===== src/rtl/booth_seq_mul_if.sv =====
// Operand/result handshake bundle for the sequential radix-4 Booth multiplier.
// The producer/consumer side takes the master modport, the multiplier takes the slave modport.
interface booth_seq_mul_if #(
    parameter int N = 16
);
    logic           in_valid;
    logic           in_ready;
    logic [N-1:0]   A;
    logic [N-1:0]   B;
    logic           out_valid;
    logic           out_ready;
    logic [2*N-1:0] P;
    logic           busy;

    modport master (
        output in_valid, A, B, out_ready,
        input  in_ready, out_valid, P, busy
    );

    modport slave (
        input  in_valid, A, B, out_ready,
        output in_ready, out_valid, P, busy
    );
endinterface


===== src/rtl/booth_seq_mul.sv =====
// Iterative signed radix-4 Booth multiplier: one partial product per cycle, accumulated
// into a 2N-bit register through a rippled chain of carry-select blocks.
module booth_seq_mul #(
    parameter int N       = 16,
    parameter int SIZE_CS = 4
) (
    input  logic               clk,
    input  logic               rst_n,
    booth_seq_mul_if.slave     mul_if
);
    localparam int W  = 2 * N;
    localparam int NB = W / SIZE_CS;
    localparam int CW = (N / 2 > 1) ? $clog2(N / 2) : 1;
    localparam logic [CW-1:0] LAST = CW'(N / 2 - 1);

    typedef enum logic [1:0] {IDLE, RUN, DONE} state_t;

    state_t          state_q;
    logic [W-1:0]    a_q;
    logic [N:0]      b_q;
    logic [W-1:0]    acc_q;
    logic [W-1:0]    p_q;
    logic [CW-1:0]   i_q;
    logic            in_ready_q;
    logic            out_valid_q;
    logic            busy_q;

    logic [W-1:0]    operand;
    logic            neg;
    logic [W-1:0]    sum;
    logic [NB-1:0]   carry;

    // Multiplicand and multiplier are shifted by two each digit, so the recoded triplet is always b_q[2:0].
    always_comb begin
        operand = '0;
        neg     = 1'b0;
        case (b_q[2:0])
            3'b001, 3'b010: operand = a_q;
            3'b011:         operand = a_q << 1;
            3'b100: begin
                operand = ~(a_q << 1);
                neg     = 1'b1;
            end
            3'b101, 3'b110: begin
                operand = ~a_q;
                neg     = 1'b1;
            end
            default: ;
        endcase
    end

    assign carry[0] = neg;

    for (genvar k = 0; k < NB; k++) begin : g_cs
        if (k < NB - 1) begin : g_mid
            logic [SIZE_CS:0] s0;
            logic [SIZE_CS:0] s1;
            assign s0 = {1'b0, acc_q[k*SIZE_CS +: SIZE_CS]} + {1'b0, operand[k*SIZE_CS +: SIZE_CS]};
            assign s1 = {1'b0, acc_q[k*SIZE_CS +: SIZE_CS]} + {1'b0, operand[k*SIZE_CS +: SIZE_CS]}
                        + (SIZE_CS + 1)'(1);
            assign sum[k*SIZE_CS +: SIZE_CS] = carry[k] ? s1[SIZE_CS-1:0] : s0[SIZE_CS-1:0];
            assign carry[k+1] = carry[k] ? s1[SIZE_CS] : s0[SIZE_CS];
        end else begin : g_last
            // The top block has no carry-out; the product is modulo 2^2N.
            logic [SIZE_CS-1:0] s0;
            logic [SIZE_CS-1:0] s1;
            assign s0 = acc_q[k*SIZE_CS +: SIZE_CS] + operand[k*SIZE_CS +: SIZE_CS];
            assign s1 = acc_q[k*SIZE_CS +: SIZE_CS] + operand[k*SIZE_CS +: SIZE_CS] + SIZE_CS'(1);
            assign sum[k*SIZE_CS +: SIZE_CS] = carry[k] ? s1 : s0;
        end
    end

    always_ff @(posedge clk or negedge rst_n) begin
        if (!rst_n) begin
            state_q     <= IDLE;
            a_q         <= '0;
            b_q         <= '0;
            acc_q       <= '0;
            p_q         <= '0;
            i_q         <= '0;
            in_ready_q  <= 1'b1;
            out_valid_q <= 1'b0;
            busy_q      <= 1'b0;
        end else begin
            case (state_q)
                IDLE: begin
                    if (mul_if.in_valid) begin
                        a_q        <= {{N{mul_if.A[N-1]}}, mul_if.A};
                        b_q        <= {mul_if.B, 1'b0};
                        acc_q      <= '0;
                        i_q        <= '0;
                        state_q    <= RUN;
                        in_ready_q <= 1'b0;
                        busy_q     <= 1'b1;
                    end
                end
                RUN: begin
                    acc_q <= sum;
                    a_q   <= a_q << 2;
                    b_q   <= b_q >> 2;
                    i_q   <= i_q + CW'(1);
                    if (i_q == LAST) begin
                        p_q         <= sum;
                        state_q     <= DONE;
                        out_valid_q <= 1'b1;
                    end
                end
                DONE: begin
                    if (mul_if.out_ready) begin
                        state_q     <= IDLE;
                        out_valid_q <= 1'b0;
                        busy_q      <= 1'b0;
                        in_ready_q  <= 1'b1;
                    end
                end
                default: state_q <= IDLE;
            endcase
        end
    end

    assign mul_if.in_ready  = in_ready_q;
    assign mul_if.out_valid = out_valid_q;
    assign mul_if.busy      = busy_q;
    assign mul_if.P         = p_q;
endmodule

===== src/flat_wrapper.sv =====
// flat-port wrapper written by rule: the top's interface ports become plain ports
module booth_seq_mul_flat 
#(
    parameter int N       = 16,
    parameter int SIZE_CS = 4
)
  (clk, rst_n, mul_if_in_valid, mul_if_A, mul_if_B, mul_if_out_ready, mul_if_in_ready, mul_if_out_valid, mul_if_P, mul_if_busy);
  booth_seq_mul_if #(.N(N)) mul_if_i ();
  input  logic clk;
  input  logic rst_n;
  input wire logic [$bits(mul_if_i.in_valid)-1:0] mul_if_in_valid;
  input wire logic [$bits(mul_if_i.A)-1:0] mul_if_A;
  input wire logic [$bits(mul_if_i.B)-1:0] mul_if_B;
  input wire logic [$bits(mul_if_i.out_ready)-1:0] mul_if_out_ready;
  output wire logic [$bits(mul_if_i.in_ready)-1:0] mul_if_in_ready;
  output wire logic [$bits(mul_if_i.out_valid)-1:0] mul_if_out_valid;
  output wire logic [$bits(mul_if_i.P)-1:0] mul_if_P;
  output wire logic [$bits(mul_if_i.busy)-1:0] mul_if_busy;
  assign mul_if_i.in_valid = mul_if_in_valid;
  assign mul_if_i.A = mul_if_A;
  assign mul_if_i.B = mul_if_B;
  assign mul_if_i.out_ready = mul_if_out_ready;
  assign mul_if_in_ready = mul_if_i.in_ready;
  assign mul_if_out_valid = mul_if_i.out_valid;
  assign mul_if_P = mul_if_i.P;
  assign mul_if_busy = mul_if_i.busy;
  booth_seq_mul #(.N(N), .SIZE_CS(SIZE_CS)) u_core (.clk(clk), .rst_n(rst_n), .mul_if(mul_if_i));
endmodule

===== config.mk =====
export PLATFORM = sky130hd
export DESIGN_NAME = booth_seq_mul_flat
export DESIGN_NICKNAME = d
export VERILOG_FILES = /design/src/rtl/booth_seq_mul_if.sv /design/src/rtl/booth_seq_mul.sv /design/src/flat_wrapper.sv
export SDC_FILE = /design/constraint.sdc
export NUM_CORES = 1
export LEC_CHECK = 0
export BUFFER_PORTS_ARGS = -buffer_cell sky130_fd_sc_hd__buf_2
export CORE_MARGIN = 4
export CORE_UTILIZATION = 25
export DETAILED_ROUTE_END_ITERATION = 7
export GPL_ROUTABILITY_DRIVEN = 1
export PLACE_DENSITY = 0.48
export SLEW_MARGIN = 20
export SYNTH_ARGS = -nofsm -noshare
export SYNTH_HDL_FRONTEND = slang
export SYNTH_SLANG_ARGS = --single-unit

===== constraint.sdc =====
create_clock -name clk -period 7.5 [get_ports clk]
set_clock_uncertainty 0.15 [all_clocks]
set_input_delay 0 -clock clk [delete_from_list [all_inputs] [get_ports clk]]
set_output_delay 0 -clock clk [all_outputs]
set_load 0.02 [all_outputs]

Word level (Yosys, flattened, before mapping)
Cells that the tools add are included.
- logic and storage cells: 89
- register bits after elaboration: 121
- input port bits: 36
- $add $sub $neg: 17
- reductions and logical operators: 12
- mux-type cells: 37
- bitwise gates (word level): 2
- equality and inequality tests: 12
- operator list (kind ; number):
    $pmux W32 S2 ; 2
    $pmux W32 S4 ; 1
    $mux W32 ; 2
    $not A32 Y32 ; 2
    $add A4 B4 Y5 ; 7
    $add A5 B1 Y5 const B ; 7
    $pmux W17 S2 ; 1
    $mux W4 ; 8
    $mux W17 ; 1
    $mux W1 ; 13
    $eq A3 B3 Y1 const B ; 4
    $reduce_and A3 Y1 ; 3
    $eq A3 B2 Y1 const B ; 2
    $mux W2 ; 3
    $pmux W1 S2 ; 3
    $pmux W2 S3 ; 1
    $pmux W3 S2 ; 1
    $reduce_bool A2 Y1 ; 3
    $add A4 B1 Y4 const B ; 1
    $add A4 B4 Y4 ; 1
    $ne A2 B2 Y1 const B ; 2
    $reduce_and A2 Y1 ; 2
    $reduce_or A2 Y1 ; 2
    $add A3 B1 Y3 const B ; 1
    other kinds (7) ; 7

Longest topological paths before layout
Gate-level depths: netlist (run 1).
- depth after elaboration: 14
- mapped depth: 22
- gate-level depth less buffers: 21

Worst setup path before layout (run 1)
No wires, ideal clock.
- path kind: register to register
- start: reg u_core.b_q[2]
- end: reg u_core.acc_q[29]
- cell stages (with the launch flop): 22
- data arrival time: 5.133 ns
- data required time: 7.221 ns
- setup time: 0.129 ns
- path slack: 2.087 ns
- cells stage by stage: dfrtp_1 > clkbuf_1 > buf_1 > o21ai_0 > a21oi_1 > ha_1 > inv_1 > fa_1 > inv_1 > ha_1 > nand2_4 > nor4_4 > mux2i_1 > mux2_1 > o221a_4 > nand4_4 > mux2i_2 > mux2i_2 > mux2i_2 > xnor2_4 > mux2i_1 > o21ai_1
- word-level cells in the longest chain between the ends: 14
- elaborated cells between the ends (all ways): 36
- classes of those cells: add/sub (16); eq/ne (6); mux (11); reduce/logical (3)
- ends and longest elaborated chain (element ; line ; RTL):
    start: declaration ; booth_seq_mul.sv:20 ; logic [N:0] b_q;
    start signal: assignment ; booth_seq_mul.sv:89 ; b_q <= {mul_if.B, 1'b0};
    start signal: assignment ; booth_seq_mul.sv:100 ; b_q <= b_q >> 2;
    $eq A3 B3 Y1, or another cell as far along ; booth_seq_mul.sv:37 ; case (b_q[2:0])
    $reduce_or A2 Y1 (on tied branches) ; n/a ;
    $pmux W32 S4 ; booth_seq_mul.sv:37 ;
    $add A4 B4 Y5 ; booth_seq_mul.sv:58, booth_seq_mul.sv:59 ;
    $add A5 B1 Y5 ; booth_seq_mul.sv:60 ; + (SIZE_CS + 1)'(1);
    $mux W1 (7 in a row) ; booth_seq_mul.sv:62 ; assign carry[k+1] = carry[k] ? s1[SIZE_CS] : s0[SIZE_CS];
    $mux W4 * ; booth_seq_mul.sv:69 ; assign sum[k*SIZE_CS +: SIZE_CS] = carry[k] ? s1 : s0;
    $pmux W32 S2 * ; booth_seq_mul.sv:85 ; case (state_q)
    end signal: assignment ; booth_seq_mul.sv:98 ; acc_q <= sum;
    end: declaration ; booth_seq_mul.sv:21 ; logic [W-1:0] acc_q;
Mark *: on every way between the ends. The rest lies on a longest branch, timed or not.
A chain may end at the register's enable or synchronous reset.

Final worst setup path (run 1)
- start: reg u_core.b_q[2]
- end: reg u_core.p_q[29] (netlist: u_core.mul_if.P[29])
- word-level cells in the longest chain between the ends: 13
- elaborated cells between the ends (all ways): 35
- classes of those cells: add/sub (16); eq/ne (6); mux (10); reduce/logical (3)
- ends and longest elaborated chain (element ; line ; RTL):
    $eq A3 B3 Y1, or another cell as far along ; booth_seq_mul.sv:37 ;
    $reduce_or A2 Y1 (on tied branches) ; n/a ;
    $pmux W32 S4 ; booth_seq_mul.sv:37 ;
    $add A4 B4 Y5 ; booth_seq_mul.sv:58, booth_seq_mul.sv:59 ;
    $add A5 B1 Y5 ; booth_seq_mul.sv:60 ;
    $mux W1 (7 in a row) ; booth_seq_mul.sv:62 ;
    $mux W4 * ; booth_seq_mul.sv:69 ;
    end signal: assignment ; booth_seq_mul.sv:103 ; p_q <= sum;
    end: declaration ; booth_seq_mul.sv:22 ; logic [W-1:0] p_q;
Marked as above.

==> impl_metrics.json, run 1 <==
{
  "synth_area_um2": 7320,
  "grt_max_degree": 64,
  "maxSlewViolCount": 0,
  "netlist_top_cells_count": "121 x o21ai_0, 120 x dfrtp_1, 112 x nand2_1",
  "clock_latency_ps": 430,
  "wl_per_cell_um": 15.1,
  "finalSetupViolCount": 0,
  "netlist.area_leader.share_pct": 41.0,
  "min_path_type": "input port to flip-flop",
  "yosysMostFrequentCell": "o21ai_0",
  "setup_slack_ps": 1380,
  "ys.flop_type": "dfrtp_1",
  "clkSinkCount": 121,
  "track_usage_pct": 12.2,
  "netlist_top_cells_area": "dfrtp_1 41%, o21ai_0 8.3%, ha_1 7.0%",
  "synthDistinctLibCells": 51,
  "fin_crit_sh_pct": 81.6,
  "gp_congestion": 0.763,
  "cts_resized": 0,
  "drt_wl_total_um": 18800,
  "first_pass_iters": 4,
  "avgSynthCellArea_um2": 9.54,
  "layoutNonFillerInstCount": 1249,
  "grt_pass1_vias": 5737,
  "area.growth.synth_to_final_pct": 24.2,
  "yosys_warnings": 0,
  "cp.arrival_ps": 6260,
  "grt_pass1_wl_um": 31000,
  "ys_seq_elements": 121,
  "relSlewSlack_pct": 35.6,
  "drc_errors": 0,
  "drtIter0Drc": 359,
  "async_reset_ff_share_pct": 100,
  "yosys.area.top_type": "dfrtp_1",
  "cts-root-buf": "clkbuf_16",
  "diodes": 0,
  "die_area_um2": 32100,
  "status": "finished clean",
  "die_w_um": 179,
  "antenna_found_initial": 0,
  "numCtsBuffers": 17,
  "critical_path_class": "flip-flop to flip-flop",
  "dpl.hpwl_um": 12800,
  "clk_pin_slew_ps": 60,
  "n_fill_cell": 2997,
  "start_util_pct": 25.4,
  "start_kind": "flip-flop",
  "dp_slack_ps": 1320,
  "pin_count": 71,
  "max_freq_mhz": 163,
  "cts_tree": "done",
  "synth_nets": 852,
  "holdPathStages": 3,
  "clk_path_buf_depth": 2,
  "drive_gt1_share_pct": 15.3,
  "maxCapViolCount": 0,
  "die_height_um": 179,
  "portBuffers": 70,
  "rows": 62,
  "fin_crit_ps": 6120,
  "post_drt_via_cell_ratio": 4.60,
  "reg2reg_depth": 17,
  "antenna_left": 0,
  "nets": 937,
  "final.setup.tns_ps": 0,
  "core_area_um2": 28800,
  "synth_edf_count": 0,
  "worstPathMaxFanout": 38,
  "hold_viol_final": 0,
  "rsz0062_at_grt": "no",
  "grt.overflow.total": 0,
  "endpoint_kind": "flip-flop",
  "via_count": 5749,
  "netlist_instances": 767,
  "cts_htree_levels": 4,
  "worstPathRequired_ps": 7640,
  "seq_area_frac_synth_pct": 41.4,
  "dp.cells": 1182,
  "tightest_slew_ps": 967
}
path summary, 6_finish.rpt:
check | start | end | slack (ps)
max | u_core.b_q[2]$_DFFE_PN0P_ | u_core.mul_if.P[29]$_DFFE_PN0P_ | 1380
min | mul_if_in_valid | u_core.state_q[0]$_DFFE_PN0P_ | 50
max reg2reg | u_core.b_q[2]$_DFFE_PN0P_ | u_core.mul_if.P[29]$_DFFE_PN0P_ | 1380
min reg2reg | u_core.mul_if.in_ready$_DFFE_PN1P_ | u_core.mul_if.in_ready$_DFFE_PN1P_ | 320
max in group asynchronous | rst_n | u_core.acc_q[9]$_DFFE_PN0P_ | 5990
min in group asynchronous | rst_n | u_core.acc_q[22]$_DFFE_PN0P_ | 510
final cells by class:
class / count / area (um^2) / share of cell area (%)
multi-input combinational: 584 / 4080 / 44.9
sequential: 121 / 3030 / 33.4
timing repair buffer: 116 / 796 / 8.76
tap: 384 / 480 / 5.29
clock buffer: 20 / 457 / 5.03
clock inverter: 12 / 196 / 2.16
inverter: 12 / 45.0 / 0.496
flip-flops by register name (all words and copies together) (netlist names):
register,cells
u_core.mul_if.P,32
u_core.a_q,32
u_core.mul_if.out_valid,1
u_core.i_q,3
u_core.mul_if.busy,1
u_core.state_q,2
u_core.b_q,17
u_core.acc_q,32
u_core.mul_if.in_ready,1
through the flow:
| step | hold WS (ps) | utilization (%) | area (um^2) |
|---|---|---|---|
| floorplan | -446 | - | 7320 |
| global placement | -159 | 28.1 | 8070 |
| detailed placement | -156 | 28.1 | 8070 |
| CTS | 48.9 | 31.6 | 9090 |
| global route | 103 | 31.6 | 9090 |
| finish | 53.1 | 31.6 | 9090 |
routing by layer:
metal / global-route usage, % / part of all wire [%]
met4: 4.16 / 1.0
met5: 0 / 0
met3: 2.32 / 3.1
met1: 17.8 / 52
met2: 18.1 / 44
cells by family (layout without fill, tap and decap cells):
| group | Yosys count | count (layout) | share of synthesized area (%) |
|---|---|---|---|
| AND/OR/NAND/NOR | 194 | 194 | 14.0 |
| adder cells (fa/ha/maj) | 49 | 49 | 9.20 |
| flip-flops | 121 | 121 | 41.4 |
| AO/OA/AOI/OAI | 252 | 252 | 21.0 |
| buffers and inverters | 62 | 160 | 3.18 |
| multiplexers | 12 | 12 | 1.83 |
| XOR/XNOR | 77 | 77 | 9.47 |
placed cells by master, fill, tap and decap left out, drive strengths merged, types with 5 or more instances in the layout:
master	count
o21ai	125
dfrtp	120
nand2	113
buf	82
a21oi	50
xor2	47
ha	41
dlygate4sd3	34
a22oi	30
xnor2	30
and3b	27
clkbuf	20
a221o	17
nor2	13
inv	12
a21o	12
mux2i	10
nor2b	8
fa	8
nand2b	6
a22o	5
bufinv	5
critical path, cell delays in order, from the launching register on:
cell and delay [ps]:
dfrtp_2 990, nor2_2 330, a221oi_1 500, fa_1 510, inv_1 80, ha_1 190, nand2_4 70, nor4_4 310
mux2i_1 440, mux2_1 380, o221a_4 330, nand4_4 100, mux2i_2 330, mux2i_2 330, mux2i_2 380, xnor2_4 190
mux2i_1 270, o21ai_1 80
what timing repair did:
action | CTS | global route
endpoints found under the hold margin | 103 | 0
setup buffers | 0 | 0
hold buffers | 35 | 0
Power of run 1 is left out: the tool's default activity adds up to more than one toggle a clock period on the data nets, which glitch-free logic cannot reach.
==> inputs of run 2 (changes only) <==
PLACE_DENSITY = 0.5   (was 0.48)
clock period = 5.5 ns   (was 7.5 ns; I/O delays follow)
==> run 2 against run 1 <==
Net effect:
- setup slack worse by 1100 ps
- sequential cell count stayed put
- wire length is 3.1% lower
- register-to-register slack worse by 1100 ps
- first-iteration DRC count is 6.7% lower
- cell count is 0.40% higher
- critical path depth is 2 higher
- non-clock buffer count is 5 higher
- utilization is 0.19 points lower
- via count is 0.70% lower
- global-route usage is 0.50 points lower
- count of clock-buffer cells in the layout stayed put
==> impl_metrics.json, run 2 (synthesis results as in run 1) <==
{
  "clkSinkCount": 121,
  "layout_commonest_cell": "o21ai_0",
  "hold_viol_final": 0,
  "numCtsBuffers": 17,
  "via_count": 5709,
  "final.setup.tns_ps": 0,
  "cts-root-buf": "clkbuf_16",
  "first_pass_iters": 4,
  "max_freq_mhz": 193,
  "grt_max_degree": 83,
  "endpoint_kind": "flip-flop",
  "portBuffers": 70,
  "drc_errors": 0,
  "worstPathRequired_ps": 5620,
  "critical_path_class": "flip-flop to flip-flop",
  "drt_wl_total_um": 18200,
  "antenna_left": 0,
  "antenna_found_initial": 1,
  "cts_tree": "done",
  "maxCapViolCount": 0,
  "clk_path_buf_depth": 2,
  "cts_htree_levels": 4,
  "start_util_pct": 25.4,
  "tightest_slew_ps": 941,
  "relSlewSlack_pct": 37.3,
  "start_kind": "flip-flop",
  "worstPathMaxFanout": 23,
  "core_area_um2": 28800,
  "hp-start": "mul_if_in_valid",
  "fin_crit_sh_pct": 94.4,
  "finalSetupViolCount": 0,
  "maxSlewViolCount": 0,
  "dpl.hpwl_um": 12200,
  "mostFrequentLayoutCells": "119 x o21ai_0, 116 x dfrtp_1, 111 x nand2_1",
  "nets": 942,
  "grt.overflow.total": 0,
  "drtIter0Drc": 335,
  "multi_input_area_um2": 4110,
  "clk_pin_slew_ps": 60,
  "wl_per_cell_um": 14.5,
  "rows": 62,
  "r2r-start": "u_core.b_q[1]$_DFFE_PN0P_",
  "regArea_um2": 3030,
  "drive_gt1_share_pct": 16.3,
  "clock_latency_ps": 410,
  "grt_pass1_wl_um": 30000,
  "die_height_um": 179,
  "n_fill_cell": 2973,
  "status": "finished clean",
  "post-route-util_pct": 31.4,
  "die_w_um": 179,
  "cp.arrival_ps": 5320,
  "crit_start": "u_core.b_q[1]$_DFFE_PN0P_",
  "die_area_um2": 32100,
  "grt_pass1_vias": 5507,
  "post_drt_via_cell_ratio": 4.55,
  "gp_congestion": 0.751,
  "min_path_type": "input port to flip-flop",
  "pin_count": 71,
  "fin_crit_ps": 5190,
  "diodes": 0,
  "rsz0062_at_grt": "no",
  "track_usage_pct": 11.7,
  "area.growth.synth_to_final_pct": 23.4
}
==> run 2: routing by layer <==
layer,vias up,track usage (%),routed length (um)
met1,2699,17.3,9500
met5,-,0,13
met3,10,2.80,698
li1,2913,-,-
met2,85,17.3,7880
met4,2,2.57,138
==> run 2: path summary, 6_finish.rpt <==
check                      slack (ps)                               to  cells after the start
max reg2reg                       310  u_core.mul_if.P[29]$_DFFE_PN0P_                     19
min in group asynchronous         100  u_core.mul_if.P[24]$_DFFE_PN0P_                      3
min                                80    u_core.state_q[0]$_DFFE_PN0P_                      3
min reg2reg                       320  u_core.mul_if.P[10]$_DFFE_PN0P_                      2
max in group asynchronous        4380    u_core.state_q[0]$_DFFE_PN0P_                      3
max                               310  u_core.mul_if.P[29]$_DFFE_PN0P_                     19
==> run 2: area by class of cell <==
cell class,count,share of cell area (%)
tap,384,5.32
clock inverter,12,1.14
clock buffer,20,4.94
sequential,121,33.6
inverter,12,0.499
multi-input combinational,584,45.4
timing repair buffer,121,9.07
==> run 2: critical path: stages, from the launching register on <==
cell     delay [ps]
dfrtp_2         460
xor2_2          200
buf_4           170
buf_4           210
a22oi_1         160
o21ai_0         220
fa_1            510
xnor2_1         260
a211o_1         130
o21ai_1         120
and3_1          210
mux2_1          310
o221a_4         330
nand4_4         120
mux2i_4         270
mux2i_2         300
mux2i_2         370
xnor2_4         190
mux2i_1         270
o21ai_1          80
==> run 2: through the flow <==
stage	std cells	instance area [um^2]	setup slack, ps	hold slack [ps]
floorplan	767	7320	87.4	-446
global placement	1187	8110	267	-227
detailed placement	1187	8110	161	-228
CTS	1253	9000	140	71.0
global route	1254	9030	7.09	141
finish	1254	9030	306	83.7
==> run 2: what timing repair did <==
action | CTS | global route
hold buffers | 34 | 0
endpoints found under the hold margin | 155 | 0
endpoints found under the setup margin | 0 | 12
setup buffers | 0 | 1
resized for setup | 0 | 10
Power of run 2 is left out for the same reason.
==> inputs of run 3 (changes only) <==
CELL_PAD_IN_SITES_DETAIL_PLACEMENT = 1   (was unset)
CELL_PAD_IN_SITES_GLOBAL_PLACEMENT = 1   (was unset)
PLACE_DENSITY = 0.57   (was 0.5)
clock period = 6.5 ns   (was 5.5 ns; I/O delays follow)
==> run 3 against run 2 <==
Net effect:
- worst hold slack better by 2.6 ps
- via count is 3.7% higher
- non-clock buffer count is 8 lower
- critical endpoint is now u_core.acc_q[31]$_DFFE_PN0P_
==> impl_metrics.json, run 3 (synthesis results as in run 1) <==
{
  "clock_latency_ps": 430,
  "drive_gt1_share_pct": 15.3,
  "track_usage_pct": 13.1,
  "via_count": 5919,
  "fin_crit_ps": 5530,
  "maxSlewViolCount": 0,
  "hold_viol_final": 0,
  "final.setup.tns_ps": 0,
  "ff2ff_setup_slack_ps": 970,
  "wl_per_cell_um": 16.1,
  "critical_path_class": "flip-flop to flip-flop",
  "numCtsBuffers": 17,
  "wl_met1_um": 10200,
  "antenna_found_initial": 2,
  "r2r-end": "u_core.acc_q[31]$_DFFE_PN0P_",
  "post_drt_via_cell_ratio": 4.75,
  "cp_top_family": "compound AO/OA/AOI/OAI gates",
  "fin_crit_sh_pct": 85.0,
  "grt_pass1_vias": 6167,
  "core_area_um2": 28800,
  "grt.overflow.total": 0,
  "worstPathRequired_ps": 6670,
  "max_freq_mhz": 181,
  "endpoint_kind": "flip-flop",
  "finalSetupViolCount": 0,
  "status": "finished clean",
  "drc_errors": 0,
  "crit_top_cell": "mux2i_2",
  "n_fill_cell": 3328,
  "r2r-start": "u_core.b_q[2]$_DFFE_PN0P_",
  "rsz0062_at_grt": "no",
  "cts-root-buf": "clkbuf_16",
  "crit_start": "u_core.b_q[2]$_DFFE_PN0P_",
  "setup_slack_ps": 973,
  "layout_commonest_cell": "o21ai_0",
  "reg2reg_depth": 19,
  "die_height_um": 179,
  "met2_length_um": 8900,
  "tightest_slew_ps": 897,
  "clk_path_buf_depth": 2,
  "maxCapViolCount": 0,
  "min_path_type": "input port to asynchronous set/reset pin",
  "grt_max_degree": 71,
  "drtIter0Drc": 281,
  "worstPathMaxFanout": 30,
  "wl_met3_um": 639,
  "die_area_um2": 32100,
  "clkSinkCount": 121,
  "first_pass_iters": 4,
  "rows": 62,
  "cpPeakStageDelay_ps": 460,
  "die_w_um": 179,
  "cts_htree_levels": 4,
  "worstPathCellList": "buf_4, xor2_1, a22oi_1, o21ai_0, ha_1, fa_1, xnor2_1, a211o_1, o21ai_0, and3_1, mux2_1, o221a_4, nand4_4, mux2i_2, mux2i_2, mux2i_2, xnor2_4, a21oi_1, o31ai_1",
  "mostFrequentLayoutCells": "121 x o21ai_0, 118 x dfrtp_1, 111 x nand2_1",
  "cts_tree": "done",
  "grt_pass1_wl_um": 33300,
  "pin_count": 71,
  "antenna_left": 0,
  "postPlaceCellArea_um2": 8070,
  "dpl.hpwl_um": 13300,
  "whs_ps": 86.3,
  "dp_slack_ps": 987,
  "gp_congestion": 0.758,
  "cp_slowest_cell": "buf_4",
  "clk_pin_slew_ps": 60,
  "relSlewSlack_pct": 40.2,
  "area.growth.synth_to_final_pct": 23.7,
  "nets": 934,
  "highest_layer": "met5",
  "design_area_um2": 9050,
  "portBuffers": 70,
  "drt_wl_total_um": 20000,
  "crit_buf_inv": 1,
  "start_kind": "flip-flop",
  "start_util_pct": 25.4,
  "cp.arrival_ps": 5690
}
-- run 3: changes by cell type in the layout (fill, tap and decap cells not counted), moves of 2 or more --
cell and delta:
bufinv_16 +4, o21ai_0 +2, clkinv_2 -3, dfrtp_2 -2, dfrtp_1 +2, o21ai_1 -2
buf_4 -6, clkbuf_1 -2
-- run 3: worst register-to-register path, stage by stage, from the launching register on --
cell and delay, ps:
dfrtp_2 450, buf_4 460, xor2_1 140, a22oi_1 150, o21ai_0 150, ha_1 240
fa_1 430, xnor2_1 300, a211o_1 140, o21ai_0 180, and3_1 250, mux2_1 310
o221a_4 330, nand4_4 110, mux2i_2 300, mux2i_2 340, mux2i_2 380, xnor2_4 200
a21oi_1 130, o31ai_1 280
-- run 3: worst max path at each step --
stage	to	depth (start not counted)	slack (ps)
after floorplan	u_core.acc_q[29]$_DFFE_PN0P_	21	1090
after global placement	u_core.acc_q[29]$_DFFE_PN0P_	17	1150
after detailed placement	u_core.acc_q[31]$_DFFE_PN0P_	19	990
after CTS	u_core.acc_q[31]$_DFFE_PN0P_	21	960
after global routing	u_core.acc_q[29]$_DFFE_PN0P_	19	650
final	u_core.acc_q[31]$_DFFE_PN0P_	19	970
-- run 3: per-stage QoR --
stage	utilization (%)	instances
4_1_cts	31.4	1246
2_1_floorplan	-	767
5_1_grt	31.4	1247
3_3_place_gp	28.0	1181
6_report	31.4	1247
3_5_place_dp	28.0	1181
-- run 3: repair_timing --
item                                   4_1_cts  5_1_grt
endpoints found under the hold margin       99        0
resized for setup                            0        0
hold buffers                                33        0
setup buffers                                0        0
-- run 3: cell type report --
| class | instances | area, um^2 | area share (%) |
|---|---|---|---|
| clock inverter | 15 | 224 | 2.47 |
| timing repair buffer | 113 | 758 | 8.38 |
| multi-input combinational | 584 | 4080 | 45.1 |
| clock buffer | 17 | 425 | 4.70 |
| tap | 384 | 480 | 5.31 |
| antenna | 1 | 2.50 | 0.0276 |
| sequential | 121 | 3030 | 33.5 |
| inverter | 12 | 45.0 | 0.498 |
-- run 3: metal layers --
metal	GRT usage [%]	vias to the layer above
met4	3.81	2
met5	0	-
met3	2.72	24
met2	20.3	81
met1	18.5	2917
li1	-	2895
Power of run 3 is left out for the same reason.
